`src/rtl/vga_timing_gen.sv`:
```
// VGA timing generator: pixel divider, h/v counters and a sync/video delay line that keeps
// sync aligned with renderer colour. Optional colour-bar test pattern under VGA_TESTPAT_EN.
module vga_timing_gen #(
  parameter int unsigned H_ACTIVE = 640,
  parameter int unsigned H_FP     = 16,
  parameter int unsigned H_SYNC   = 96,
  parameter int unsigned H_BP     = 48,
  parameter int unsigned V_ACTIVE = 480,
  parameter int unsigned V_FP     = 10,
  parameter int unsigned V_SYNC   = 2,
  parameter int unsigned V_BP     = 33,
  parameter int unsigned CLK_DIV  = 4,
  parameter int unsigned CNT_W    = 10,
  parameter int unsigned COLOR_W  = 4,
  parameter int unsigned PIPE_LAT = 2,
  parameter bit          HS_POL   = 1'b0,
  parameter bit          VS_POL   = 1'b0
) (
  input  logic                 clk,
  input  logic                 reset,
`ifdef VGA_TESTPAT_EN
  input  logic                 test_en,
`endif
  input  logic [3*COLOR_W-1:0] rgb_in,
  output logic                 pix_tick,
  output logic [CNT_W-1:0]     px,
  output logic [CNT_W-1:0]     py,
  output logic                 video_on,
  output logic                 frame_start,
  output logic                 h_sync,
  output logic                 v_sync,
  output logic [3*COLOR_W-1:0] rgb_out
);

  localparam int unsigned H_TOTAL  = H_ACTIVE + H_FP + H_SYNC + H_BP;
  localparam int unsigned V_TOTAL  = V_ACTIVE + V_FP + V_SYNC + V_BP;
  localparam int unsigned HS_START = H_ACTIVE + H_FP;
  localparam int unsigned HS_END   = HS_START + H_SYNC;
  localparam int unsigned VS_START = V_ACTIVE + V_FP;
  localparam int unsigned VS_END   = VS_START + V_SYNC;
  localparam int unsigned DIV_W    = (CLK_DIV > 1) ? $clog2(CLK_DIV) : 1;

  localparam logic [DIV_W-1:0] DIV_LAST = DIV_W'(CLK_DIV - 1);
  localparam logic [CNT_W-1:0] H_LAST   = CNT_W'(H_TOTAL - 1);
  localparam logic [CNT_W-1:0] V_LAST   = CNT_W'(V_TOTAL - 1);

`ifdef VGA_TESTPAT_EN
  localparam int unsigned DW = 6;
`else
  localparam int unsigned DW = 3;
`endif

  logic [DIV_W-1:0] div_q, div_d;
  logic [CNT_W-1:0] px_q, px_d, py_q, py_d;
  logic [31:0]      px_w, py_w;
  logic             hs_raw, vs_raw;
  logic [DW-1:0]    raw, tap;
  logic             tap_hs, tap_vs, tap_vid;
  logic [3*COLOR_W-1:0] color;

  // With CLK_DIV = 1 the divider is stuck at 0 and pix_tick stays high.
  assign pix_tick = (div_q == DIV_LAST);

  always_comb begin
    div_d = pix_tick ? '0 : div_q + 1'b1;
    px_d  = px_q;
    py_d  = py_q;
    if (pix_tick) begin
      if (px_q == H_LAST) begin
        px_d = '0;
        py_d = (py_q == V_LAST) ? '0 : py_q + 1'b1;
      end else begin
        px_d = px_q + 1'b1;
      end
    end
  end

  always_ff @(posedge clk) begin
    if (reset) begin
      div_q <= '0;
      px_q  <= '0;
      py_q  <= '0;
    end else begin
      div_q <= div_d;
      px_q  <= px_d;
      py_q  <= py_d;
    end
  end

  assign px          = px_q;
  assign py          = py_q;
  assign px_w        = 32'(px_q);
  assign py_w        = 32'(py_q);
  assign video_on    = (px_w < H_ACTIVE) && (py_w < V_ACTIVE);
  assign hs_raw      = (px_w >= HS_START) && (px_w < HS_END);
  assign vs_raw      = (py_w >= VS_START) && (py_w < VS_END);
  assign frame_start = pix_tick && (px_q == H_LAST) && (py_q == V_LAST);

`ifdef VGA_TESTPAT_EN
  logic [2:0] bar_idx, tap_bar;
  assign bar_idx = 3'((px_w * 32'd8) / H_ACTIVE);
  assign raw     = {bar_idx, hs_raw, vs_raw, video_on};
  assign tap_bar = tap[5:3];
  assign color   = test_en ? {{COLOR_W{tap_bar[2]}}, {COLOR_W{tap_bar[1]}},
                              {COLOR_W{tap_bar[0]}}} : rgb_in;
`else
  assign raw     = {hs_raw, vs_raw, video_on};
  assign color   = rgb_in;
`endif

  // Reset flushes the delay line to all-zero, i.e. sync inactive and video blanked.
  if (PIPE_LAT == 0) begin : g_no_pipe
    assign tap = raw;
  end else begin : g_pipe
    logic [DW-1:0] stage_q [PIPE_LAT];
    always_ff @(posedge clk) begin
      if (reset) begin
        for (int i = 0; i < PIPE_LAT; i++) stage_q[i] <= '0;
      end else if (pix_tick) begin
        stage_q[0] <= raw;
        for (int i = 1; i < PIPE_LAT; i++) stage_q[i] <= stage_q[i-1];
      end
    end
    assign tap = stage_q[PIPE_LAT-1];
  end

  assign {tap_hs, tap_vs, tap_vid} = tap[2:0];

  always_ff @(posedge clk) begin
    if (reset) begin
      h_sync  <= ~HS_POL;
      v_sync  <= ~VS_POL;
      rgb_out <= '0;
    end else if (pix_tick) begin
      h_sync  <= tap_hs ? HS_POL : ~HS_POL;
      v_sync  <= tap_vs ? VS_POL : ~VS_POL;
      rgb_out <= tap_vid ? color : '0;
    end
  end

endmodule

```
`config.mk`:
```
export PLATFORM = sky130hd
export DESIGN_NAME = vga_timing_gen
export DESIGN_NICKNAME = d
export VERILOG_FILES = /design/src/rtl/vga_timing_gen.sv
export SDC_FILE = /design/constraint.sdc
export NUM_CORES = 1
export LEC_CHECK = 0
export CAP_MARGIN = 20
export CORE_ASPECT_RATIO = 2
export CORE_UTILIZATION = 47
export CTS_CLUSTER_DIAMETER = 200
export CTS_CLUSTER_SIZE = 16
export DETAILED_ROUTE_END_ITERATION = 8
export PLACE_DENSITY = 0.78
export SLEW_MARGIN = 0
export SYNTH_ARGS = -nofsm -noshare
export SYNTH_HDL_FRONTEND = slang
export SYNTH_SLANG_ARGS = --single-unit
```
`constraint.sdc`:
```
create_clock -name clk -period 2.22 [get_ports clk]
set_input_delay 0.444 -clock clk [delete_from_list [all_inputs] [get_ports clk]]
set_output_delay 0.444 -clock clk [all_outputs]
set_load 0.02 [all_outputs]
```
==> metrics.csv <==
stage,metric,value,unit
yosys,synth_seq_cells,42,
timing,max_freq,0.472,GHz
floorplan,die_w,46.7,um
pwr,peakVddDrop,0.537,mV
pwr,internal_power,1.06,mW
yosys,synthXorXnorAreaFrac,0.0512,
worst_setup_path,reg2regPathDepth,6,
floorplan,ios,51,
layout,fill_cells,331,
floorplan,die_h,91.5,um
clock_tree,cts_tree,built,
yosys,synth_top_cell_by_area,dfxtp_1,
timing,setup_violations,0,
worst_setup_path,worstSetupPathType,reg2out,
timing,grt_setup_unrepaired,no,
global_route,first_global_vias,1729,
yosys,yosys_warnings,0,
global_route,grt_start_max_net_pins,30,
timing,tightestPinTransition,427,ps
route,num_vias,1761,
layout,drive_gt1_frac,0.146,
placement,place_area,2580,sq um
route,drc,0,
layout,area_growth,41.8,%
layout,final_cells,332,
timing,hold_viol_final,0,
pwr,leakage,0.978,nW
route,drt_pre_antenna_iters,4,
worst_setup_path,cp_max_fo,29,
placement,dp_slack,49.8,ps
worst_setup_path,path_cells,ha_1 > buf_6 > clkdlybuf4s50_1,
placement,port_buffers,50,
clock_tree,h-tree-depth,2,
yosys,synthCells,207,
layout,final_util,0.694,
layout,final_cell_area,2670,sq um
floorplan,start_util,0.490,
global_route,globalRouteOverflowTotal,0,
pwr,switchingPower,0.306,mW
timing,worst_slack,102,ps
route,viasPerCell,5.30,
floorplan,rows,32,
worst_hold_path,min_path_cells,1,
pwr,swShare,0.225,
layout,fin_nets,299,
layout,final_common_cell,clkdlybuf4s50_1,
timing,final_max_slew_viol_count,0,
route,drt-wirelength-per-cell,13.8,um
outcome,status,finished clean,
yosys,synth_area_leaders,"dfxtp_1 38%, edfxtp_1 9.6%, a21oi_1 5.9%",
pwr,clockPowerShare,0.343,
yosys,synth_top_family_by_area,simple AND/OR/NAND/NOR gates,
placement,gp_congestion,0.850,
yosys,netlist_area,1880,sq um
clock_tree,postCtsSetupBuffers,0,
yosys,yosys.area.top_type_share,0.383,
pwr,p_seq_frac,0.582,
yosys,synthAdderAreaFrac,0.0332,
clock_tree,numClockSinks,42,
worst_setup_path,cp_data_required_time,1780,ps
yosys,muxShareOfSynthArea,0,
placement,dpl.cell_count,324,
clock_tree,cts_buffers,5,
timing,tns,0,ps
placement,hpwl,3450,um
clock_tree,clk_latency,290,ps
worst_setup_path,cpPeakStageDelay,640,ps
yosys,synth_cell_type_count,37,
global_route,antenna_found_initial,0,
yosys,syn_area_per_cell,9.09,sq um
worst_setup_path,start_kind,flip-flop,
global_route,grt_usage,0.231,
yosys,synth-compound-area-share,0.106,
timing,worst_clock_skew,5.40,ps
timing,finalCritPeriodShare,0.954,
clock_tree,root_buffer,clkbuf_8,
floorplan,dieArea,4280,sq um
worst_setup_path,regToRegSetupSlack,240,ps
timing,finalWorstPathRequiredPeriod,2120,ps
worst_setup_path,cp.arrival,1670,ps
yosys,synth_fp_nets,226,
worst_hold_path,hp-class,reg2reg,
pwr,powerDensity,511,nW/um^2
global_route,grt_first_pass_wirelength,7360,um
route,ant_nets,0,
pwr,combPwrFrac,0.075,
worst_setup_path,slowest_stage,clkdlybuf4s50_1,
run,maxCapViolations,0,
worst_setup_path,end_kind,output pin,
timing,slew_headroom,0.715,
clock_tree,path_clk_slew,70,ps
layout,diodes,0,
layout,multiInputGateArea,916,sq um
floorplan,core,3840,sq um
yosys,synth_sequential_area_ratio,0.479,
yosys,synth_simple_gate_area_frac,0.295,
clock_tree,ctsLongestPathBuffers,2,
route,drtIter0Drc,24,
route,postRouteWirelength,4580,um
layout,layout_common_cells,"48 x clkdlybuf4s50_1, 35 x dfxtp_1, 27 x nor2_1",
layout,seqCellArea,902,sq um
## sequential cells by signal, summed over array words and instances (netlist names)
register and count:
rgb_out 12, px 10, py 10, g_pipe.stage_q 6, div_q 2, h_sync 1, v_sync 1
## final timing paths
kind,from,endpoint
setup reg to reg,px[1],py[7]
setup / recovery,div_q[0],pix_tick
hold / removal,div_q[0],div_q[0]
hold reg to reg,div_q[0],div_q[0]
## kinds of logic after synthesis
| group | Yosys count |
|---|---|
| AO/OA/AOI/OAI | 34 |
| XOR/XNOR | 11 |
| adder cells (fa/ha/maj) | 5 |
| buffers and inverters | 14 |
| flip-flops | 42 |
| AND/OR/NAND/NOR | 101 |
## stage by stage
step	total power [mW]	hold WS [ps]
2_1_floorplan	0.861	399
3_3_place_gp	0.911	406
3_5_place_dp	0.914	415
4_1_cts	1.38	426
5_1_grt	1.42	440
6_report	1.36	420
## cells in the mapped netlist (all sizes together)
library cell and number:
a21oi 22, edfxtp 6, nand3b 1, clkbuf 6
or2b 1, xor2 6, nor4 2, and2 5
nor4bb 1, inv 6, o41ai 2, or4 4
o311ai 2, nand4b 2, dfxtp 36, and4 1
nand2 10, nor2 28, o21ai 4, o21bai 1
buf 2, nand2b 5, nand4 6, xnor2 5
or4b 2, nor2b 13, or3 2, ha 5
nand3 8, or2 2, nor3 6, o31ai 3
and3 2
## area by class of cell
| type | count | area share |
|---|---|---|
| repair buffers | 74 | 0.256 |
| inverters | 6 | 0.00844 |
| clock buffers | 6 | 0.0272 |
| multi-input cells | 151 | 0.343 |
| well taps | 51 | 0.0239 |
| flip-flops and latches | 42 | 0.338 |
| clock inverters | 2 | 0.00375 |
## power by group through the flow
| stage | Combinational, mW | Sequential, mW | Clock [mW] |
|---|---|---|---|
| 6_report | 0.103 | 0.793 | 0.467 |
| 5_1_grt | 0.113 | 0.795 | 0.512 |
| 4_1_cts | 0.103 | 0.793 | 0.484 |
| 3_5_place_dp | 0.103 | 0.811 | 0 |
| 3_3_place_gp | 0.101 | 0.810 | 0 |
| 2_1_floorplan | 0.0433 | 0.818 | 0 |
## critical path: cells and delay by family, from the launching register on
family | cells | cell delay [ps]
flops | 1 | 330
fa+ha+maj | 1 | 180
buf+inv | 2 | 870
## metal layers
layer / vias to the layer above / GRT usage / wire (um)
li1: 864 / - / -
met1: 841 / 0.229 / 1780
met2: 48 / 0.418 / 2530
met3: 8 / 0.0457 / 177
met4: 0 / 0.105 / 85
met5: - / 0 / 0
## repair_timing
item	4_1_cts	5_1_grt
gates resized for setup	1	5
hold buffers	0	0
pin swaps	0	0
endpoints found under the setup margin	1	3
Power figures use the tool's default switching activity.
